[src/rtl/hazard_ctrl.sv]
// -----------------------------------------------------------------------------
// hazard_ctrl
// Stateful hazard controller for the five-stage core. Detects load-use and
// register-indirect jump (jr) hazards from pre-decoded register fields, resolves
// taken-branch / jump flushes and memory-wait freeze, and drives the PC and
// inter-stage latch enables and flushes. Two saturating event counters
// (load-use stalls, front-end flushes) are kept for performance debug.
//
// Parameters
//   REG_W         register index width
//   LOAD_BUBBLES  bubbles inserted per load-use hazard (1..4)
//   CNT_W         width of the event counters
//
// Ports
//   CLK, nRST                    clock (rising edge), async active-low reset
//   mem_wait                     memory not ready: freeze whole pipe
//   dec_rs/dec_rt/dec_use_rs/dec_use_rt/dec_jr/dec_jump  decode-stage info
//   ex_valid/ex_load/ex_regwr/ex_wsel                    execute-stage info
//   mem_valid/mem_load/mem_wsel                          memory-stage info
//   ex_br_taken                  branch resolved taken in execute
//   pc_en, fd_en, de_en          PC, F/D and D/E latch enables
//   fd_flush, de_flush           load a bubble into F/D or D/E
//   stall                        hazard stall active this cycle
//   lu_cnt, flush_cnt            saturating event counters
// -----------------------------------------------------------------------------
module hazard_ctrl #(
  parameter int REG_W        = 5,
  parameter int LOAD_BUBBLES = 1,
  parameter int CNT_W        = 16
) (
  input  logic             CLK,
  input  logic             nRST,
  input  logic             mem_wait,
  input  logic [REG_W-1:0] dec_rs,
  input  logic [REG_W-1:0] dec_rt,
  input  logic             dec_use_rs,
  input  logic             dec_use_rt,
  input  logic             dec_jr,
  input  logic             dec_jump,
  input  logic             ex_valid,
  input  logic             ex_load,
  input  logic             ex_regwr,
  input  logic [REG_W-1:0] ex_wsel,
  input  logic             mem_valid,
  input  logic             mem_load,
  input  logic [REG_W-1:0] mem_wsel,
  input  logic             ex_br_taken,
  output logic             pc_en,
  output logic             fd_en,
  output logic             de_en,
  output logic             fd_flush,
  output logic             de_flush,
  output logic             stall,
  output logic [CNT_W-1:0] lu_cnt,
  output logic [CNT_W-1:0] flush_cnt
);

  localparam int LEFT_W = $clog2(LOAD_BUBBLES + 1);

  typedef enum logic {
    RUN      = 1'b0,
    LU_STALL = 1'b1
  } state_t;

  state_t              r_state;
  state_t              w_state_nxt;
  logic [LEFT_W-1:0]   r_left;
  logic [LEFT_W-1:0]   w_left_nxt;
  logic [CNT_W-1:0]    r_lu_cnt;
  logic [CNT_W-1:0]    r_flush_cnt;
  logic                w_lu_inc;
  logic                w_flush_inc;
  logic                w_lu;
  logic                w_ju;
  logic                w_ex_nz;
  logic                w_mem_nz;

  // Counters stick at all-ones rather than wrapping.
  function automatic logic [CNT_W-1:0] sat_inc(input logic [CNT_W-1:0] v);
    return (&v) ? v : v + CNT_W'(1);
  endfunction

  // Register 0 is hardwired, so a zero destination never creates a hazard.
  assign w_ex_nz  = (ex_wsel  != '0);
  assign w_mem_nz = (mem_wsel != '0);

  assign w_lu = ex_valid & ex_load & w_ex_nz &
                ((dec_use_rs & (dec_rs == ex_wsel)) |
                 (dec_use_rt & (dec_rt == ex_wsel)));

  // jr reads rs in decode, so it must wait for any ALU result still in EX as
  // well as a load still in MEM (no forwarding into decode for either).
  assign w_ju = dec_jr &
                ((ex_valid  & ex_regwr & w_ex_nz  & (ex_wsel  == dec_rs)) |
                 (mem_valid & mem_load & w_mem_nz & (mem_wsel == dec_rs)));

  // Priority: mem_wait > branch > ongoing stall > lu > ju > jump > run.
  always_comb begin
    pc_en       = 1'b1;
    fd_en       = 1'b1;
    de_en       = 1'b1;
    fd_flush    = 1'b0;
    de_flush    = 1'b0;
    stall       = 1'b0;
    w_state_nxt = r_state;
    w_left_nxt  = r_left;
    w_lu_inc    = 1'b0;
    w_flush_inc = 1'b0;

    if (mem_wait) begin
      pc_en = 1'b0;
      fd_en = 1'b0;
      de_en = 1'b0;
    end else if (ex_br_taken) begin
      fd_flush    = 1'b1;
      de_flush    = 1'b1;
      w_state_nxt = RUN;
      w_left_nxt  = '0;
      w_flush_inc = 1'b1;
    end else if (r_state == LU_STALL) begin
      pc_en      = 1'b0;
      fd_en      = 1'b0;
      de_flush   = 1'b1;
      stall      = 1'b1;
      w_left_nxt = r_left - LEFT_W'(1);
      // left <= 1 also covers an unexpected zero so the FSM cannot stick.
      if (r_left <= LEFT_W'(1)) begin
        w_state_nxt = RUN;
        w_left_nxt  = '0;
      end
    end else if (w_lu) begin
      pc_en    = 1'b0;
      fd_en    = 1'b0;
      de_flush = 1'b1;
      stall    = 1'b1;
      w_lu_inc = 1'b1;
      // First bubble is this cycle; the rest are counted down in LU_STALL.
      if (LOAD_BUBBLES > 1) begin
        w_state_nxt = LU_STALL;
        w_left_nxt  = LEFT_W'(LOAD_BUBBLES - 1);
      end
    end else if (w_ju) begin
      pc_en    = 1'b0;
      fd_en    = 1'b0;
      de_flush = 1'b1;
      stall    = 1'b1;
    end else if (dec_jump) begin
      fd_flush    = 1'b1;
      w_flush_inc = 1'b1;
    end
  end

  always_ff @(posedge CLK or negedge nRST) begin
    if (!nRST) begin
      r_state     <= RUN;
      r_left      <= '0;
      r_lu_cnt    <= '0;
      r_flush_cnt <= '0;
    end else begin
      r_state <= w_state_nxt;
      r_left  <= w_left_nxt;
      if (w_lu_inc) begin
        r_lu_cnt <= sat_inc(r_lu_cnt);
      end
      if (w_flush_inc) begin
        r_flush_cnt <= sat_inc(r_flush_cnt);
      end
    end
  end

  assign lu_cnt    = r_lu_cnt;
  assign flush_cnt = r_flush_cnt;

endmodule
[config.mk]
export PLATFORM = sky130hd
export DESIGN_NAME = hazard_ctrl
export DESIGN_NICKNAME = d
export VERILOG_FILES = /design/src/rtl/hazard_ctrl.sv
export SDC_FILE = /design/constraint.sdc
export NUM_CORES = 1
export LEC_CHECK = 0
export CAP_MARGIN = 10
export CELL_PAD_IN_SITES_DETAIL_PLACEMENT = 0
export CELL_PAD_IN_SITES_GLOBAL_PLACEMENT = 1
export CORE_ASPECT_RATIO = 0.9
export CORE_UTILIZATION = 35
export DETAILED_ROUTE_END_ITERATION = 7
export MAX_ROUTING_LAYER = met4
export PLACE_DENSITY_LB_ADDON = 0.12
export SETUP_SLACK_MARGIN = 0.5
export SYNTH_ARGS = -nofsm -noshare
export SYNTH_HDL_FRONTEND = slang
export SYNTH_SLANG_ARGS = --single-unit
[constraint.sdc]
create_clock -name CLK -period 3.8 [get_ports CLK]
set_clock_uncertainty 0.1 [all_clocks]
set_input_delay 0.76 -clock CLK [delete_from_list [all_inputs] [get_ports CLK]]
set_output_delay 0.76 -clock CLK [all_outputs]
set_load 0.02 [all_outputs]
After elaboration in Yosys (flattened, before gate mapping)
Cells that the tools add are included.
{"block": "classes", "n_addsub": 3, "n_mux": 29, "n_bitwise": 17, "n_reduce_logical": 8, "eq_ne": 4, "shifts": 0, "order_cmp": 1, "n_div": 0, "n_mul": 0}
{"op": "$add 16x1->16 const B", "count": 2}
{"op": "$reduce_and 16->1", "count": 2}
{"op": "$mux 1", "count": 29}
{"op": "$eq 5x5->1", "count": 4}
{"op": "$and 1x1->1", "count": 12}
{"op": "$reduce_bool 5->1", "count": 2}
{"op": "$reduce_and 2->1", "count": 3}
{"op": "$not 1->1", "count": 3}
{"op": "$or 1x1->1", "count": 2}
{"op": "$reduce_bool 2->1", "count": 1}
{"op": "$le 1x1->1 const B", "count": 1}
{"op": "$sub 1x1->1 const B", "count": 1}
{"block": "totals", "elab_cells": 66, "mem_count": 0, "latch_bits": 0, "register_bits": 34, "out_inout_bits": 38, "mem_bits_ro": 0, "in_bits": 33, "ramBits": 0}

Longest topological paths before layout
Gate-level depths: netlist (run 1).
{"block": "depth", "word_depth": 11, "mapped_depth": 8, "ltp_nobuf": 8}

Worst setup path before layout (run 1)
OpenSTA, ideal clock, no wires.
{"block": "synth_timing", "path_kind": "input -> output", "start": "input ex_wsel[0]", "end": "output pc_en", "t_required_ps": 2940, "cell_stages": 8, "t_arrival_ps": 2255, "n_path_buf": 1, "setup_slack_ps": 685, "cell_sequence": "xor2_1 nor4_2 and3_2 o2111ai_4 and3_2 nor2_1 nor2_1 buf_4"}
{"block": "synth_between", "elab_chain_len": 10, "word_cells_on_any_way": 18, "classes_between": "eq/ne: 3; mux: 5; bitwise: 9; reduce/logical: 1"}
{"item": "start, declared", "line_no": "43", "rtl": "input logic [REG_W-1:0] ex_wsel,"}
{"item": "$reduce_bool 5->1", "line_no": "84", "rtl": "assign w_ex_nz = (ex_wsel != '0);"}
{"item": "$and 1x1->1 (2 in series)", "line_no": "94", "rtl": "((ex_valid & ex_regwr & w_ex_nz & (ex_wsel == dec_rs)) |"}
{"item": "$or 1x1->1", "line_no": "94"}
{"item": "$and 1x1->1", "line_no": "93", "rtl": "assign w_ju = dec_jr &"}
{"item": "$mux 1"}
{"item": "$mux 1 (*) (4 in series)"}
{"item": "end, declared", "line_no": "48", "rtl": "output logic pc_en,"}
Mark *: on every way between the ends. The rest lies on a longest branch, timed or not.

Final worst setup path (run 1)
{"block": "layout_timing", "start": "input mem_wsel[3]", "end": "output fd_en"}
{"block": "layout_between", "elab_chain_len": 10, "word_cells_on_any_way": 11, "classes_between": "eq/ne: 1; mux: 5; bitwise: 4; reduce/logical: 1"}
{"item": "start, declared", "line_no": "46", "rtl": "input logic [REG_W-1:0] mem_wsel,"}
{"item": "$reduce_bool 5->1", "line_no": "85", "rtl": "assign w_mem_nz = (mem_wsel != '0);"}
{"item": "$and 1x1->1", "line_no": "95", "rtl": "(mem_valid & mem_load & w_mem_nz & (mem_wsel == dec_rs)));"}
{"item": "$and 1x1->1 (*)", "line_no": "95"}
{"item": "$or 1x1->1 (*)", "line_no": "94"}
{"item": "$and 1x1->1 (*)", "line_no": "93"}
{"item": "$mux 1 (*)", "line_no": "142", "rtl": "end else if (w_ju) begin"}
{"item": "$mux 1 (*)", "line_no": "131", "rtl": "end else if (w_lu) begin"}
{"item": "$mux 1 (*)", "line_no": "120", "rtl": "end else if (r_state == LU_STALL) begin"}
{"item": "$mux 1 (*)", "line_no": "114", "rtl": "end else if (ex_br_taken) begin"}
{"item": "$mux 1 (*)", "line_no": "110", "rtl": "if (mem_wait) begin"}
{"item": "end, declared", "line_no": "49", "rtl": "output logic fd_en,"}
Marked as above.

==> results of run 1 <==
-- worst max-delay path, cell delays in order --
cell,delay [ns]
clkdlybuf4s50_1,0.45
nor4_2,0.30
o21ai_1,0.11
nand4_1,0.14
and3_4,0.23
nor2_2,0.03
nor2_1,0.14
buf_4,0.17
-- timing repair --
item	in CTS	in global routing
pin swaps	5	8
buffers inserted	1	0
hold buffers	0	0
endpoints found under the hold margin	0	0
resized for setup	39	19
setup endpoints to repair	5	5
-- Yosys cell counts --
library cell / count
nor3_1: 12
nand2b_1: 2
nor2b_1: 1
and2_1: 1
ha_1: 2
nor2_1: 9
and3_1: 5
o21ai_0: 1
xnor2_1: 13
or2_2: 2
o22a_1: 1
mux2i_1: 1
nor4_2: 2
a21oi_1: 3
nand3_1: 11
nand2_1: 18
nor2_2: 3
or4_4: 1
o21bai_1: 1
nor3b_1: 1
o2111ai_4: 1
nand4_1: 8
and3_2: 4
inv_1: 5
a21boi_0: 1
xor2_1: 26
clkbuf_1: 1
and4_1: 3
buf_4: 2
nor4_1: 7
and3b_1: 1
mux2_2: 4
dfrtp_1: 32
-- final timing paths --
kind	depth (start not counted)	to	slack [ns]
worst max-delay path	8	fd_en	0.60
worst min-delay path	1	flush_cnt[11]	0.39
worst max register to register	7	flush_cnt[1]	1.38
worst min register to register	1	flush_cnt[11]	0.39
max in group asynchronous	2	flush_cnt[11]	2.52
min in group asynchronous	2	lu_cnt[14]	0.77
-- routing by layer --
layer,routed length (microns),global-route usage (%)
met1,2380,25.5
met4,51,5.56
met2,1820,25.9
met3,352,4.77
met5,0,-
-- cells by family after synthesis --
kind of cell             count (synthesis)
AND/OR/NAND/NOR                         91
XOR/XNOR                                39
flip-flops                              32
AO/OA/AOI/OAI                            8
buffers and inverters                    8
multiplexers                             5
adder cells (fa/ha/maj)                  2
-- final cells by class --
class	instances	area, sq um
clock buffers	6	82.6
clock inverters	2	10.0
fillers	456	2160
inverters	5	18.8
multi-input cells	145	1030
flip-flops and latches	32	801
well taps	65	81.3
repair buffers	82	777
-- power by group through the flow --
stage	combinational [uW]	clock [uW]	sequential [uW]
final	341	271	462
after global routing	366	296	474
after CTS	342	280	462
after detailed placement	344	0	465
after global placement	342	0	469
after floorplan	104	0	518
-- state kept, by name, indices dropped and copies added, names as in the netlist --
name,cells
flush_cnt,16
lu_cnt,16
-- through the flow --
| stage | util [%] | hold WS (ns) | setup slack (ns) | instance area [sq um] |
|---|---|---|---|---|
| 2_1_floorplan | - | 0.364 | 0.685 | 1840 |
| 3_3_place_gp | 54.1 | 0.375 | -0.116 | 2680 |
| 3_5_place_dp | 54.1 | 0.377 | -0.120 | 2680 |
| 4_1_cts | 55.9 | 0.388 | 0.512 | 2770 |
| 5_1_grt | 56.5 | 0.421 | 0.513 | 2800 |
| 6_report | 56.5 | 0.386 | 0.605 | 2800 |
==> impl_metrics.json, run 1 <==
{
  "final_common_cell": "clkdlybuf4s50_1",
  "clock-sinks": 32,
  "gp_routability_congestion": 0.728,
  "first_iter_violations": 49,
  "cp-start-kind": "input pin",
  "root_buffer": "clkbuf_8",
  "yosysWarnings": 0,
  "ctsLongestPathBuffers": 2,
  "max_cap_violations": 0,
  "ant_nets": 0,
  "ys_types": 33,
  "ys_ff_latch": 32,
  "synth-compound-area-share_pct": 3.81,
  "synth_fa_ha_area_share_pct": 1.36,
  "final_cell_mix": "51 x clkdlybuf4s50_1, 32 x dfrtp_1, 26 x xor2_1, 18 x nand2_1, 15 x buf_4",
  "relSlewSlack_pct": 61.4,
  "synth.mux.area_fraction_pct": 3.00,
  "p_leak_uw": 0.00123,
  "netSwitchingPower_uw": 358,
  "wl_microns": 4610,
  "tns_ns": 0,
  "min_period_over_period_pct": 84.1,
  "finalNetCount": 306,
  "htreeDepth": 2,
  "hold_viol": 0,
  "num_antenna_cells": 0,
  "internal-power_uw": 716,
  "r2r_start": "flush_cnt[0]",
  "synth.area.top_cells": "dfrtp_1 44%, xor2_1 12%, xnor2_1 6.2%, nand2_1 3.7%, nor3_1 3.3%",
  "worstSkewPairLatency_ns": 0.28,
  "setup_violations": 0,
  "worst-slew-pin-transition_ns": 0.573,
  "avgSynthCellArea_sq_um": 9.93,
  "overflow": 0,
  "hold_start": "flush_cnt[11]",
  "placed_cells": 328,
  "critical_path_required_ns": 2.94,
  "cts_tree": "yes",
  "coreArea_sq_um": 4950,
  "fp-row-count": 24,
  "dieArea_sq_um": 5540,
  "hold_class": "reg2reg",
  "cts_made_buffers": 5,
  "synth_xor_area_share_pct": 18.6,
  "viasPerCell": 4.85,
  "die_h_microns": 70.7,
  "fin_crit_ns": 3.20,
  "ys_seq_area_share_pct": 43.6,
  "synth_top_family_by_area": "simple AND/OR/NAND/NOR gates",
  "rsz0062_at_grt": "false",
  "fmax_ghz": 0.313,
  "cts.clk_slew.worst_paths_ns": 0.06,
  "swShare_pct": 33.3,
  "ios": 71,
  "stdcell_count": 337,
  "power_density_nw_per_um2": 384,
  "syn-num-nets": 220,
  "synth_top_cell_by_area": "dfrtp_1",
  "peakVddDrop_mv": 0.311,
  "start_util_pct": 37.1,
  "drc": 0,
  "comb_power_share_pct": 31.7,
  "grt_max_degree": 33,
  "seqPwrFrac_pct": 43.0,
  "drive_gt1_share_pct": 18.4,
  "syn_inst": 185,
  "syn_to_final_growth_pct": 52.3,
  "finalPower_uw": 1070,
  "hpwl_microns": 3340,
  "end_kind": "output pin",
  "io_buffers": 70,
  "vias": 1635,
  "die_w_microns": 78.4,
  "status": "finished clean",
  "antenna_found_initial": 0,
  "synth_top_area_share_pct": 43.6,
  "grt_pass1_wl_microns": 7650,
  "cp-startpoint": "mem_wsel[3]",
  "crit_type": "in2out",
  "drt-pass1-iter-count": 4,
  "wire_per_inst_microns": 13.7,
  "arrival_ns": 2.34,
  "p_clk_share_pct": 25.2,
  "synthSimpleGateAreaFrac_pct": 27.6,
  "first_global_vias": 1564,
  "track_usage_pct": 18.3,
  "cp_max_fo": 3,
  "slew_viol_final": 0,
  "netlist_area_sq_um": 1840
}
Note: power is estimated with default switching activity, not from simulation.
==> inputs of run 2 (changes only) <==
--- a/config.mk
+++ b/config.mk
@@ -9,7 +9,7 @@
 export CELL_PAD_IN_SITES_DETAIL_PLACEMENT = 0
 export CELL_PAD_IN_SITES_GLOBAL_PLACEMENT = 1
 export CORE_ASPECT_RATIO = 0.9
-export CORE_UTILIZATION = 35
+export CORE_UTILIZATION = 32
 export DETAILED_ROUTE_END_ITERATION = 7
 export MAX_ROUTING_LAYER = met4
 export PLACE_DENSITY_LB_ADDON = 0.12
==> constraint.sdc (replaced) <==
create_clock -name CLK -period 3.2 [get_ports CLK]
set_clock_uncertainty 0.1 [all_clocks]
set_input_delay 0.64 -clock CLK [delete_from_list [all_inputs] [get_ports CLK]]
set_output_delay 0.64 -clock CLK [all_outputs]
set_load 0.02 [all_outputs]
==> impl_metrics.json, run 2 (synthesis gave the netlist of run 1 again) <==
{
  "cp_slowest_cell": "nor4_2",
  "worstSkewPairLatency_ns": 0.28,
  "status": "finished clean",
  "die_w_microns": 81.9,
  "clock-sinks": 32,
  "hold-worst-slack_ns": 0.389,
  "worst-slew-pin-transition_ns": 0.518,
  "wl_microns": 4750,
  "overflow": 0,
  "setup_violations": 0,
  "critical_path_required_ns": 2.46,
  "track_usage_pct": 16.6,
  "rsz0062_at_grt": "true",
  "start_util_pct": 34.1,
  "cp-start-kind": "input pin",
  "seqPwrFrac_pct": 42.6,
  "crit_type": "in2out",
  "finalNetCount": 312,
  "hold_buffers": 0,
  "max_cap_violations": 0,
  "tns_ns": 0,
  "cts.clk_slew.worst_paths_ns": 0.06,
  "vias": 1678,
  "arrival_ns": 2.08,
  "cts_tree": "yes",
  "cp.buffers_inverters": 4,
  "ctsLongestPathBuffers": 2,
  "num_antenna_cells": 0,
  "grt_max_degree": 33,
  "peakVddDrop_mv": 0.373,
  "internal-power_uw": 860,
  "slowest_delay_ns": 0.34,
  "p_clk_share_pct": 24.9,
  "viasPerCell": 4.86,
  "antenna_found_initial": 0,
  "die_h_microns": 73.9,
  "swShare_pct": 33.5,
  "fmax_ghz": 0.355,
  "end_kind": "output pin",
  "fin_crit_ns": 2.82,
  "gp_routability_congestion": 0.760,
  "hold_viol": 0,
  "grt_pass1_wl_microns": 7310,
  "p_leak_uw": 0.00126,
  "coreArea_sq_um": 5380,
  "drc": 0,
  "cts_made_buffers": 5,
  "placed_cells": 333,
  "dieArea_sq_um": 6050,
  "first_global_vias": 1550,
  "comb_power_share_pct": 32.5,
  "root_buffer": "clkbuf_8",
  "critPathTopFamily": "simple AND/OR/NAND/NOR gates",
  "power_density_nw_per_um2": 449,
  "first_iter_violations": 38,
  "cp_max_fo": 2,
  "stdcell_count": 345,
  "relSlewSlack_pct": 65.1,
  "hold_class": "reg2reg",
  "finalPower_uw": 1290,
  "final_cell_mix": "45 x clkdlybuf4s50_1, 32 x dfrtp_1, 25 x xor2_1, 18 x nand2_1, 18 x buf_4",
  "drt-pass1-iter-count": 4,
  "ios": 71,
  "slew_viol_final": 0,
  "syn_to_final_growth_pct": 56.6,
  "path_cells": "buf_8, xor2_2, nor4_2, buf_4, nand4_1, and4_4, a21oi_4, inv_2, buf_6",
  "wire_per_inst_microns": 13.8,
  "fp-row-count": 25,
  "ant_nets": 0,
  "netSwitchingPower_uw": 433,
  "io_buffers": 70,
  "min_period_over_period_pct": 88.0,
  "hpwl_microns": 3580,
  "final_common_cell": "clkdlybuf4s50_1",
  "htreeDepth": 2,
  "drive_gt1_share_pct": 24.5
}
[run 2: timing repair]
item                                    4_1_cts  5_1_grt
setup buffers                                 1        3
hold endpoints to repair                      0        0
pin swaps                                    19       16
resized for setup                            88       20
endpoints found under the setup margin       35       15
[run 2: area by class of cell]
type	instances	area, sq um
timing repair buffer	88	816
clock buffer	8	90.1
fill	493	2500
multi-input combinational	145	1070
sequential	32	801
inverter	5	18.8
tap	67	83.8
[run 2: routing by layer]
metal,routed length [microns],vias up,GRT usage [%]
met2,2030,54,24.8
met5,0,-,-
li1,-,836,-
met4,52,0,4.68
met1,2280,782,22.1
met3,384,6,4.47
[run 2: worst register-to-register path, delay by kind of cell, from the launching register on]
family	cells	cell delay, ns
flip-flops	1	0.43
AO/OA/AOI/OAI	1	0.15
AND/OR/NAND/NOR	5	0.92
adder cells (fa/ha/maj)	1	0.25
buffers and inverters	2	0.32
[run 2: per-stage QoR]
stage / setup WS [ns] / area (sq um) / util (%)
CTS: 0.311 / 2820 / 52.5
global placement: -0.507 / 2720 / 50.5
detailed placement: -0.549 / 2720 / 50.5
floorplan: 0.415 / 1850 / -
global route: 0.285 / 2880 / 53.5
finish: 0.384 / 2880 / 53.5
[run 2: worst paths after layout]
check | startpoint | end | slack, ns | depth (start not counted)
worst max-delay path | dec_rs[3] | fd_flush | 0.38 | 9
worst min-delay path | flush_cnt[8] | flush_cnt[8] | 0.39 | 1
worst max register to register | flush_cnt[0] | flush_cnt[4] | 0.92 | 9
worst min register to register | flush_cnt[8] | flush_cnt[8] | 0.39 | 1
max in group asynchronous | nRST | flush_cnt[3] | 2.06 | 2
min in group asynchronous | nRST | flush_cnt[12] | 0.65 | 2
[run 2: power by group through the flow]
stage | registers, uW | clock network, uW | logic, uW
global placement | 558 | 0 | 414
CTS | 552 | 332 | 417
finish | 551 | 322 | 420
floorplan | 615 | 0 | 125
detailed placement | 559 | 0 | 417
global route | 560 | 353 | 451
